### config.mk
export PLATFORM = sky130hd
export DESIGN_NAME = wb_riot_timer_flat
export DESIGN_NICKNAME = d
export VERILOG_FILES = /design/src/rtl/riot_pkg.sv /design/src/rtl/wb_riot_timer_if.sv /design/src/rtl/riot_tick_gen.sv /design/src/rtl/wb_riot_timer.sv /design/src/flat_wrapper.sv
export SDC_FILE = /design/constraint.sdc
export NUM_CORES = 1
export LEC_CHECK = 0
export ABC_CLOCK_PERIOD_IN_PS = 3350
export BUFFER_PORTS_ARGS = -buffer_cell sky130_fd_sc_hd__buf_2
export CAP_MARGIN = 20
export CORE_UTILIZATION = 42
export DETAILED_ROUTE_END_ITERATION = 12
export GPL_TIMING_DRIVEN = 0
export PLACE_DENSITY = 0.67
export SLEW_MARGIN = 40
export SYNTH_ARGS = -nofsm -noshare
export SYNTH_HDL_FRONTEND = slang
export SYNTH_SLANG_ARGS = --single-unit
### constraint.sdc
create_clock -name clk_i -period 3.35 [get_ports clk_i]
set_clock_uncertainty 0.2 [all_clocks]
set_input_delay 0 -clock clk_i [delete_from_list [all_inputs] [get_ports clk_i]]
set_output_delay 0 -clock clk_i [all_outputs]
set_load 0.005 [all_outputs]
### src/rtl/riot_pkg.sv
// Shared definitions for the RIOT interval timer: CPU-visible register
// addresses, the 2-bit interval-select encoding with its prescale terminal
// counts, and the counter mode.
package riot_pkg;

  // Read-side registers
  localparam logic [6:0] ADR_INTIM  = 7'h04;
  localparam logic [6:0] ADR_TIMINT = 7'h05;

  // Write-side timer registers (interrupt disabled); +IRQ_EN_OFS enables irq
  localparam logic [6:0] ADR_TIM1T  = 7'h14;
  localparam logic [6:0] ADR_TIM8T  = 7'h15;
  localparam logic [6:0] ADR_TIM64T = 7'h16;
  localparam logic [6:0] ADR_T1024T = 7'h17;
  localparam logic [6:0] IRQ_EN_OFS = 7'h08;

  // Low two address bits of a timer write select the interval
  typedef enum logic [1:0] {
    IVL_1    = 2'd0,
    IVL_8    = 2'd1,
    IVL_64   = 2'd2,
    IVL_1024 = 2'd3
  } ivl_sel_e;

  typedef enum logic {
    MODE_INTERVAL  = 1'b0,
    MODE_UNDERFLOW = 1'b1
  } mode_e;

  // Prescale count value at which INTIM decrements (interval - 1)
  function automatic logic [9:0] ivl_terminal(ivl_sel_e sel);
    logic [9:0] term;
    case (sel)
      IVL_1:   term = 10'd0;
      IVL_8:   term = 10'd7;
      IVL_64:  term = 10'd63;
      default: term = 10'd1023;
    endcase
    return term;
  endfunction

  // Full 7-bit decode of 0x14..0x17 and 0x1C..0x1F: bits 1:0 pick the
  // interval and bit 3 the irq enable; all other bits must match exactly.
  function automatic logic is_timer_wr_adr(logic [6:0] adr);
    return (adr & ~(IRQ_EN_OFS | 7'h03)) == ADR_TIM1T;
  endfunction

endpackage

### src/rtl/wb_riot_timer_if.sv
// Wishbone slave bus bundle for the RIOT timer.
//   stb_i  strobe            we_i   write enable
//   adr_i  7-bit address     dat_i  write data
//   ack_o  acknowledge       dat_o  registered read data
interface wb_riot_timer_if;
  logic       stb_i;
  logic       we_i;
  logic [6:0] adr_i;
  logic [7:0] dat_i;
  logic       ack_o;
  logic [7:0] dat_o;

  modport master (
    output stb_i, we_i, adr_i, dat_i,
    input  ack_o, dat_o
  );

  modport slave (
    input  stb_i, we_i, adr_i, dat_i,
    output ack_o, dat_o
  );
endinterface

### src/rtl/riot_tick_gen.sv
// Free-running phi2 emulation divider: tick_o is high for exactly one clk_i
// cycle out of every PHI_DIV (1..255). Only reset restarts the phase.
//   clk_i   system clock
//   rst_i   asynchronous active-low reset
//   tick_o  one-cycle RIOT tick strobe
module riot_tick_gen #(
  parameter int unsigned PHI_DIV = 13
) (
  input  logic clk_i,
  input  logic rst_i,
  output logic tick_o
);

  localparam logic [7:0] DIV_LAST = 8'(PHI_DIV - 1);

  logic [7:0] div_q;

  assign tick_o = (div_q == DIV_LAST);

  always_ff @(posedge clk_i or negedge rst_i) begin
    if (!rst_i) begin
      div_q <= '0;
    end else if (tick_o) begin
      div_q <= '0;
    end else begin
      div_q <= div_q + 8'd1;
    end
  end

endmodule

### src/rtl/wb_riot_timer.sv
// Atari 2600 PIA (6532 RIOT) interval timer behind a Wishbone slave.
// INTIM counts down once per selected interval (1/8/64/1024 ticks); on
// underflow it sets TIMINT and switches to one decrement per tick until the
// next timer write.
//   clk_i   system clock
//   rst_i   asynchronous active-low reset
//   wb      Wishbone slave (stb/we/adr/dat_i in, ack/dat_o out)
//   irq_o   registered level interrupt = flag && irq_en
module wb_riot_timer
  import riot_pkg::*;
#(
  parameter int unsigned PHI_DIV = 13
) (
  input  logic             clk_i,
  input  logic             rst_i,
  wb_riot_timer_if.slave   wb,
  output logic             irq_o
);

  logic       tick;
  logic       valid_cmd;
  logic       timer_wr;
  logic       rd_intim;
  logic [7:0] rd_data;

  logic [7:0] intim_q,  intim_d;
  logic [9:0] presc_q,  presc_d;
  ivl_sel_e   sel_q,    sel_d;
  logic       irq_en_q, irq_en_d;
  logic       flag_q,   flag_d;
  mode_e      mode_q,   mode_d;
  logic       dec;
  logic       underflow;

  riot_tick_gen #(.PHI_DIV(PHI_DIV)) u_tick_gen (
    .clk_i  (clk_i),
    .rst_i  (rst_i),
    .tick_o (tick)
  );

  assign valid_cmd = rst_i && wb.stb_i;
  assign timer_wr  = valid_cmd && wb.we_i && is_timer_wr_adr(wb.adr_i);
  assign rd_intim  = valid_cmd && !wb.we_i && (wb.adr_i == ADR_INTIM);

  // Read mux samples pre-update state, so a read racing an underflow
  // returns 0x00.
  always_comb begin
    rd_data = '0;
    if (!wb.we_i) begin
      case (wb.adr_i)
        ADR_INTIM:  rd_data = intim_q;
        ADR_TIMINT: rd_data = {flag_q, 7'b0};
        default:    rd_data = '0;
      endcase
    end
  end

  always_comb begin
    intim_d   = intim_q;
    presc_d   = presc_q;
    sel_d     = sel_q;
    irq_en_d  = irq_en_q;
    flag_d    = flag_q;
    mode_d    = mode_q;
    dec       = 1'b0;
    underflow = 1'b0;

    if (timer_wr) begin
      // A write on a tick cycle swallows that tick.
      intim_d  = wb.dat_i;
      presc_d  = '0;
      sel_d    = ivl_sel_e'(wb.adr_i[1:0]);
      irq_en_d = wb.adr_i[3];
      flag_d   = 1'b0;
      mode_d   = MODE_INTERVAL;
    end else begin
      if (tick) begin
        if (mode_q == MODE_UNDERFLOW) begin
          dec = 1'b1;
        end else if (presc_q == ivl_terminal(sel_q)) begin
          presc_d = '0;
          dec     = 1'b1;
        end else begin
          presc_d = presc_q + 10'd1;
        end
      end

      underflow = dec && (intim_q == 8'h00);
      if (dec) begin
        intim_d = intim_q - 8'd1;
      end

      // Flag set beats an INTIM read clear in the same cycle.
      if (underflow) begin
        flag_d = 1'b1;
        mode_d = MODE_UNDERFLOW;
      end else if (rd_intim) begin
        flag_d = 1'b0;
      end
    end
  end

  always_ff @(posedge clk_i or negedge rst_i) begin
    if (!rst_i) begin
      wb.ack_o <= 1'b0;
      wb.dat_o <= '0;
      irq_o    <= 1'b0;
      intim_q  <= '0;
      presc_q  <= '0;
      sel_q    <= IVL_1024;
      irq_en_q <= 1'b0;
      flag_q   <= 1'b0;
      mode_q   <= MODE_INTERVAL;
    end else begin
      wb.ack_o <= valid_cmd;
      if (valid_cmd) begin
        wb.dat_o <= rd_data;
      end
      irq_o    <= flag_q && irq_en_q;
      intim_q  <= intim_d;
      presc_q  <= presc_d;
      sel_q    <= sel_d;
      irq_en_q <= irq_en_d;
      flag_q   <= flag_d;
      mode_q   <= mode_d;
    end
  end

endmodule

### src/flat_wrapper.sv
// flat-port wrapper written by rule: the top's interface ports become plain ports
module wb_riot_timer_flat import riot_pkg::*;
#(
  parameter int unsigned PHI_DIV = 13
)
  (clk_i, rst_i, irq_o, wb_stb_i, wb_we_i, wb_adr_i, wb_dat_i, wb_ack_o, wb_dat_o);
  wb_riot_timer_if wb_i ();
  input  logic clk_i;
  input  logic rst_i;
  output logic irq_o;
  input wire logic [$bits(wb_i.stb_i)-1:0] wb_stb_i;
  input wire logic [$bits(wb_i.we_i)-1:0] wb_we_i;
  input wire logic [$bits(wb_i.adr_i)-1:0] wb_adr_i;
  input wire logic [$bits(wb_i.dat_i)-1:0] wb_dat_i;
  output wire logic [$bits(wb_i.ack_o)-1:0] wb_ack_o;
  output wire logic [$bits(wb_i.dat_o)-1:0] wb_dat_o;
  assign wb_i.stb_i = wb_stb_i;
  assign wb_i.we_i = wb_we_i;
  assign wb_i.adr_i = wb_adr_i;
  assign wb_i.dat_i = wb_dat_i;
  assign wb_ack_o = wb_i.ack_o;
  assign wb_dat_o = wb_i.dat_o;
  wb_riot_timer #(.PHI_DIV(PHI_DIV)) u_core (.clk_i(clk_i), .rst_i(rst_i), .wb(wb_i), .irq_o(irq_o));
endmodule
After elaboration in Yosys (flattened, before gate mapping)

Index checks and enable logic that the tools add are counted.

Flip-flop bits (word level): 41
Latch bits: 0
Memory bits (writable): 0
ROM bits: 0
Bits of input ports: 19
Word-level logic and storage cells: 58
Memories kept: 0

Add/sub/neg operators: 3
Multipliers: 0
Divide/modulo/power cells: 0
Magnitude comparators: 0
Eq/ne operators: 8
Shifts and indexed selects: 0
Mux-type cells: 22
Bitwise logic cells: 0
Reduce and logical (&&, ||, !) cells: 15

Operator list:

| kind                    | count |
|---|---|
| $mux W10                | 7 |
| $mux W8                 | 4 |
| $pmux W10 S3            | 1 |
| $pmux W8 S2             | 1 |
| $eq A7 B3 Y1 const B    | 2 |
| $add A10 B1 Y10 const B | 1 |
| $eq A10 B10 Y1          | 1 |
| $mux W1                 | 9 |
| $add A8 B1 Y8 const B   | 1 |
| $eq A8 B4 Y1 const B    | 1 |
| $logic_not A8 Y1        | 1 |
| $sub A8 B1 Y8 const B   | 1 |
| $logic_and A1 B1 Y1     | 7 |
| $reduce_bool A2 Y1      | 3 |
| $eq A4 B2 Y1 const B    | 1 |
| $reduce_bool A3 Y1      | 1 |
| $eq A2 B1 Y1 const B    | 1 |
| $eq A2 B2 Y1 const B    | 1 |
| $logic_not A2 Y1        | 1 |
| $ne A2 B1 Y1 const B    | 1 |
| $reduce_and A2 Y1       | 1 |
| $logic_not A1 Y1        | 1 |

Longest topological paths before layout

Gate-level depths: netlist of run 1.

Depth in word-level cells: 13
Depth in mapped cells: 8

Modules after synthesis

From an unflattened synthesis of run 1, not the netlist that was laid out.

Cells, all modules: 221
Area total of the unflattened synthesis: 2120.8 µm²

By module, submodules not included:

| module        | times used | cells an instance | area an instance (µm²) | sequential area each (µm²) |
|---|---|---|---|---|
| wb_riot_timer | 1          | 183               | 1719.1                 | 828.3 |
| riot_tick_gen | 1          | 38                | 401.6                  | 200.2 |

Worst setup path after synthesis of run 1

No wires, ideal clock.

Path kind: register to register
Start point: register u_core.sel_q[1]
End point: register u_core.intim_q[1]
Setup time: 124 ps
Arrival: 2010 ps
Setup slack: 1016 ps
Stages on the path, launching flop included: 8
Clock period less this slack: 2334 ps
Cell sequence: dfstp_2 -> buf_6 -> or4_1 -> o21a_1 -> a2111oi_4 -> o21ai_2 -> and3_1 -> a211o_1

Cells in the longest elaborated chain, start to end: 11

RTL lines:

| item                                 | line                 | source |
|---|---|---|
| start, declared                      | wb_riot_timer.sv:28  | `ivl_sel_e sel_q, sel_d;` |
| start signal, assigned               | wb_riot_timer.sv:122 | `sel_q <= sel_d;` |
| $eq A2 B2 Y1 (tied with other cells) | riot_pkg.sv:33       | `case (sel)` |
| $pmux W10 S3 *                       | riot_pkg.sv:33       |  |
| $mux W10 *                           | wb_riot_timer.sv:78  | `if (mode_q == MODE_UNDERFLOW) begin` |
| $mux W10 *                           | wb_riot_timer.sv:77  | `if (tick) begin` |
| $mux W10 *                           | wb_riot_timer.sv:68  | `if (timer_wr) begin` |
| $eq A10 B10 Y1 *                     | wb_riot_timer.sv:80  | `end else if (presc_q == ivl_terminal(sel_q)) begin` |
| $mux W1 *                            | wb_riot_timer.sv:80  |  |
| $mux W1 *                            | wb_riot_timer.sv:78  |  |
| $mux W1 *                            | wb_riot_timer.sv:77  |  |
| $mux W1 *                            | wb_riot_timer.sv:68  |  |
| $reduce_bool A2 Y1 (no line) *       | -                    |  |
| end signal, assigned                 | wb_riot_timer.sv:120 | `intim_q <= intim_d;` |
| end, declared                        | wb_riot_timer.sv:26  | `logic [7:0] intim_q, intim_d;` |

Mark *: on every way between the ends. The rest lies on a longest branch, timed or not. The select of a mux whose other input is x is not followed.
A chain may end at the register's enable or synchronous reset.

Worst setup path in the final report of run 1

Start point: input rst_i
End point: register u_core.wb.dat_o[7]

Cells in the longest elaborated chain, start to end: 1

RTL lines:

| item                 | line                   | source |
|---|---|---|
| start, declared      | flat_wrapper.sv:9      | `input logic rst_i;` |
| $logic_and A1 B1 Y1  | wb_riot_timer.sv:41    | `assign valid_cmd = rst_i && wb.stb_i;` |
| end signal, assigned | wb_riot_timer.sv:117   | `wb.dat_o <= rd_data;` |
| end, declared        | wb_riot_timer_if.sv:20 | `output ack_o, dat_o` |

Every way passes these cells.

==> impl_results.md, run 1 <==
* Post-route DRC at 0
* Status: complete, but fails checks
* Most frequent cell after synthesis: dfrtp_1
* DR WL/cell at about 13 um
* GP Congestion at 0.765
* Final Cycle Share at 0.884
* I/O pins at 29
* Failing checks: negative hold slack
* Register area share after synthesis at 0.494
* Detailed Route Iter0 Violations at 63
* Final setup viols at 0
* Mapped Cells at about 210
* Max Fclk at 338 MHz
* Post-synth top cells: 39 x dfrtp_1, 23 x nand2_1, 12 x a22o_1, 12 x nor2_1, 11 x o21ai_0
* Combinational share of power at 0.173
* Synth top area cells: dfrtp_1 47%, a22o_1 5.0%, nand2_1 4.1%
* Yosys Warn Count at 0
* PnR worst setup slack at between 0.3 and 0.4 ns
* Detailed Route WL at ~4300 um
* Antenna-violating nets left at 0
* DR vias/cell at approximately 5.1
* Initial antenna violation count at 0
* Min Hold Slack at -0.0265 ns
* CTS Sinks at 41
* Clock power share at 0.289
* Switching Fraction at 0.280
* P_sw at between 300 and 400 uW
* Largest net degree at the start of global routing at 43
* Synth-to-layout area growth at 24.3%
* Element type at the critical path end: flop
* Row cnt at 25
* Lkg Pwr at approximately 0.0012 uW
* DPL Wire Length at 2860 um
* Synth top area share at 0.468
* Max-cap viol count at 0
* Maximum vdd ir drop at between 0.2 and 0.3 mV
* Cts bufs inserted at 5
* Internal power at between 800 and 900 uW
* Avg Inst Size Synth at approximately 10 sq um
* Worst Path Arrival at around 3 ns
* Synthesized area at between 2000 and 2500 sq um
* Worst Path Class, Setup: primary input to flop
* Worst-path clk slew at approximately 0.070 ns
* GRT overflow at 0
* Pwr/cell area at approximately 440 nW/um^2
* Die area at 5250 sq um
* Clock Latency Late Sink at just under 0.3 ns
* Ratio of cells with drive above 1 in the final layout at 0.180
* Vias in the first global route at 1579
* Unique masters post-synth at 45
* Startpoint types: primary input
* Worst-margin pin slew at around 0.7 ns
* Diode count at 0
* Clock Tree Buf Depth at 2
* H-tree levels at 2
* Port bufs at 28
* Post-synth ARST share at 1.00
* HP Class: primary input to asynchronous set/reset pin
* TritonRoute pass-1 iters at 4
* Setup WS pre-CTS at ~0.50 ns
* Slew Limit Fails at 0
* Crit path time final at 2.96 ns
* Cell taking the most area after synthesis: dfrtp_1
* Initial Util at 0.438
* Die height at between 70 and 80 um
* Core area at 4750 sq um
* CTS Root Cell: clkbuf_8
* Post-Syn Nets at 230
* Crit path required time at 3.38 ns
* Overall Global Routing Usage at 0.190
* CP max FO at 42
* Synth Register Bits at 41
* Post-synth top flop: dfrtp_1
* Total Neg Setup Slack at 0 ns
* Seq pwr share at 0.538
* CTS tree: built
* DR vias at 1668
* Post-CTS Setup Inserts at 0
* Die Width at between 70 and 80 um
* Final Hold Fails at 39
* Nets at roughly 280
* EDFF count, synth at 0
* Relative max-transition margin at 0.517
* First-pass GRT wire length at 7450 um
* RSZ-0062 raised after global routing: no
power by group through the flow:
| stage | combinational [uW] | sequential [uW] | clock (uW) |
|---|---|---|---|
| after floorplan | 136 | 610 | 0 |
| after global placement | 177 | 626 | 0 |
| after detailed placement | 181 | 626 | 0 |
| after CTS | 197 | 617 | 343 |
| after global routing | 226 | 625 | 360 |
| final | 198 | 617 | 331 |
metrics by stage:
step | utilization | cell area, sq um | hold WS [ns] | power [uW] | instances
4_1_cts | 0.543 | 2580 | 0.0420 | 1160 | 328
3_3_place_gp | 0.485 | 2310 | -0.00608 | 804 | 302
2_1_floorplan | - | 2080 | -0.496 | 746 | 207
3_5_place_dp | 0.486 | 2310 | -0.183 | 807 | 302
5_1_grt | 0.545 | 2590 | 0.0196 | 1210 | 328
6_report | 0.545 | 2590 | -0.0265 | 1150 | 328
cells in the final DEF, fill, tap and decap left out, types with 4 or more instances in the layout:
cell type       n
a21oi_1        10
a22o_1         12
and3_1          9
buf_2          28
clkbuf_1        7
clkbuf_8        6
dfrtp_1        39
dlygate4sd3_1  18
ha_1            4
inv_1           6
nand2_1        23
nand4_1         5
nor2_1         12
nor2b_1         5
nor3_1          8
o21ai_0        11
xnor2_1         5
xor2_1          7
registers in the layout (all words and copies together) (netlist names), 2 cells and up:
| signal | cells |
|---|---|
| u_core.presc_q | 10 |
| u_core.intim_q | 8 |
| u_core.u_tick_gen.div_q | 8 |
| u_core.wb.dat_o | 8 |
| u_core.sel_q | 2 |
metal layers:
metal / GRT usage / wire length (um) / up-vias
met5: 0 / 0 / -
met4: 0.0828 / 78 / 0
met3: 0.0514 / 133 / 5
met2: 0.281 / 1970 / 29
met1: 0.261 / 2120 / 781
li1: - / - / 853
cells by family (layout without fill, tap and decap cells):
family	count (synthesis)	after routing	synth area share
adder cells (fa/ha/maj)	4	4	0.0240
buffers and inverters	14	68	0.0330
flip-flops	41	41	0.494
AO/OA/AOI/OAI	53	53	0.186
multiplexers	2	2	0.00961
AND/OR/NAND/NOR	81	81	0.203
XOR/XNOR	12	12	0.0505
layout make-up:
type / count / area, sq um
Fill cell: 448 / 2160
Buffer: 8 / 46.3
Timing Repair Buffer: 46 / 327
Clock buffer: 8 / 90.1
Sequential cell: 41 / 1030
Multi-Input combinational cell: 152 / 992
Tap cell: 67 / 83.8
Inverter: 6 / 22.5
final timing paths:
path	start	cells past startpoint	slack, ns	endpoint
max in group asynchronous	rst_i	2	2.66	u_core.sel_q[0]
hold reg to reg	u_core.u_tick_gen.div_q[7]	1	0.27	u_core.u_tick_gen.div_q[7]
setup / recovery	rst_i	8	0.39	u_core.wb.dat_o[7]
min in group clk_i	wb_adr_i[4]	3	0.07	u_core.intim_q[5]
setup reg to reg	u_core.sel_q[1]	7	0.85	u_core.intim_q[1]
hold / removal	rst_i	2	-0.03	u_core.presc_q[7]
timing repair:
action                     in CTS  in global routing
hold endpoints to repair       55                  0
setup endpoints to repair       0                 14
hold buffers                   18                  0
gates resized for setup         0                  2
worst max-delay path, stage by stage:
cell and delay (ns):
dlygate4sd3_1 0.54, buf_6 0.33, nand2_1 0.33, nor4b_2 0.37, dlygate4sd3_1 0.62, nand2_1 0.08, o21ai_0 0.15, dlygate4sd3_1 0.56
(Power assumes the default switching activity.)
==> run 2: changes to the inputs <==
==> constraint.sdc (replaced) <==
create_clock -name clk_i -period 3.35 [get_ports clk_i]
set_clock_uncertainty 0.2 [all_clocks]
set_input_delay 0.335 -clock clk_i [delete_from_list [all_inputs] [get_ports clk_i]]
set_output_delay 0.335 -clock clk_i [all_outputs]
set_load 0.005 [all_outputs]
==> impl_results.md, run 2 (synthesis gave the netlist of run 1 again) <==
* Detailed Route WL at 4120 um (-4.3%)
* M1 wire length at 2130 um (+0.71%)
* GP Congestion at 0.765 (unchanged)
* Worst-path clk slew at 0.07 ns (about the same)
* First-pass GRT wire length at 7000 um (-5.9%)
* I/O pins at 29 (unchanged)
* Crit path time final at 2.91 ns (-0.0555 ns)
* Most flops, register: u_core.presc_q
* Post-route DRC at 0 (unchanged)
* Footprint of the multi-input gates at 986 sq um (-0.63%)
* Status: finished, final reports clean
* CP max FO at 10 (-76%)
* CTS Sinks at 41 (unchanged)
* PnR worst setup slack at 0.444 ns (+0.0555 ns)
* Final setup viols at 0 (unchanged)
* Maximum vdd ir drop at 0.281 mV (about the same)
* Port bufs at 28 (unchanged)
* Worst Path Arrival at 2.89 ns (-0.10 ns)
* Crit path required time at 3.33 ns (-0.05 ns)
* Worst Path Class, Setup: primary input to flop
* Cts bufs inserted at 5 (unchanged)
* Lkg Pwr at 0.00110 uW (-6.2%)
* Setup WS pre-CTS at 0.169 ns (-0.335 ns)
* Die height at 72.4 um (unchanged)
* Most frequent cells in the layout: 39 x dfrtp_1, 28 x buf_2, 23 x nand2_1
* Antenna-violating nets left at 0 (unchanged)
* Clock Latency Late Sink at 0.29 ns (about the same)
* Startpoint types: primary input
* CTS Root Cell: clkbuf_8
* Row cnt at 25 (unchanged)
* Detailed Route Iter0 Violations at 64 (+1.6%)
* Min Hold Slack at 0.0402 ns (+0.0667 ns)
* RSZ-0062 raised after global routing: no
* GRT overflow at 0 (unchanged)
* Initial Util at 0.438 (unchanged)
* Element type at the critical path end: flop
* Total Neg Setup Slack at 0 ns (unchanged)
* Largest register FFs at 10 (unchanged)
* H-tree levels at 2 (unchanged)
* Number of fill cells at 470 (+4.9%)
* Final Cycle Share at 0.867 (-0.0166)
* Diode count at 0 (unchanged)
* Max-cap viol count at 0 (unchanged)
* Slew Limit Fails at 0 (unchanged)
* Relative max-transition margin at 0.516 (-0.00128)
* Crit path max-delay cell type: dlygate4sd3_1
* Largest net degree at the start of global routing at 40 (-7.0%)
* Met3 routed WL at 102 um (-23%)
* Max stage delay on crit path at 0.53 ns (-0.09 ns)
* Die Width at 72.4 um (unchanged)
* Vias in the first global route at 1471 (-6.8%)
* Crit-path cells: dlygate4sd3_1 > buf_4 > nand2_1 > nor4b_1 > and3_1 > clkbuf_1 > clkbuf_1 > nor3_1 > a211o_1
* Initial antenna violation count at 0 (unchanged)
* Nets at 267 (-5.7%)
* Clock Tree Buf Depth at 2 (unchanged)
* Buf+Inv Stages, Crit Path at 4 (unchanged)
* Flip-flop and latch area at 1030 sq um (unchanged)
* Final Hold Fails at 0 (-100%)
* CTS tree: built
* DR WL/cell at 13.2 um (+0.56%)
* Pwr/cell area at 466 nW/um^2 (+5.4%)
* DR vias/cell at 5.08 (about the same)
* HP Class: primary input to flop
* Post-CTS Setup Inserts at 0 (unchanged)
* Critical path's top delay family: buffers and inverters
* Ratio of cells with drive above 1 in the final layout at 0.192 (+0.0118)
* Synth-to-layout area growth at 16.6%
* DPL Wire Length at 2860 um (unchanged)
* Crit path top cell by count: clkbuf_1
* Worst-margin pin slew at 0.721 ns (+0.00191 ns)
* Commonest non-fill, non-tap cell in the layout: dfrtp_1
* Overall Global Routing Usage at 0.180 (-0.00954)
* Fin util at 0.511 (-0.0337)
* Die area at 5250 sq um (unchanged)
* Core area at 4750 sq um (unchanged)
* Top Metal Used: met4
* Routed wl met2 at 1800 um (-8.8%)
* TritonRoute pass-1 iters at 4 (unchanged)
* DR vias at 1586 (-4.9%)
* Max Fclk at 344 MHz (+1.9%)
## run 2: cell types whose count changed in the layout (fill, tap and decap cells not counted)
cell / change
buf_12: +1
nor4b_2: -1
dlygate4sd3_1: -17
buf_4: +1
nor4b_1: +1
buf_6: -1
## run 2: final timing paths
path,startpoint,to,slack [ns],depth (start not counted)
setup / recovery,rst_i,u_core.intim_q[1],0.44,9
hold / removal,wb_adr_i[1],u_core.sel_q[1],0.04,3
setup reg to reg,u_core.sel_q[1],u_core.intim_q[1],0.86,7
hold reg to reg,u_core.u_tick_gen.div_q[7],u_core.u_tick_gen.div_q[7],0.27,1
max in group asynchronous,rst_i,u_core.presc_q[6],2.36,3
min in group asynchronous,rst_i,u_core.sel_q[0],0.37,2
## run 2: layout make-up
cell class	instances	area share
well taps	67	0.0345
inverters	6	0.00927
plain buffers	8	0.0191
flip-flops and latches	41	0.423
multi-input cells	152	0.406
clock buffers	8	0.0371
repair buffers	30	0.0711
## run 2: what timing repair did
item                      CTS  global route
resized for setup           0             0
hold buffers                2             0
hold endpoints to repair   39             0
## run 2: through the flow
step                      total power [uW]  instances  cell area (sq um)
after global routing                  1200        312               2430
after detailed placement               807        302               2310
after global placement                 804        302               2310
after floorplan                        746        207               2080
final                                 1130        312               2430
after CTS                             1150        312               2430
## run 2: report_power, final
part | total (uW) | switching, uW | internal (uW) | leakage (uW)
logic | 186 | 92.5 | 93.1 | 0.000541
clock network | 331 | 163 | 168 | 0.0000455
registers | 617 | 62.7 | 554 | 0.000510
## run 2: worst register-to-register path, cell delays in order (launching register included)
cell and delay, ns:
dfstp_2 0.37, buf_6 0.12, or4_1 0.50, o21a_1 0.21, a2111oi_4 0.34, o21ai_2 0.17
and3_1 0.22, a211o_1 0.26
## run 2: routing by layer
layer	GRT usage	vias up
met3	0.0500	5
met1	0.256	734
met2	0.255	26
met4	0.0828	0
li1	-	821
met5	0	-
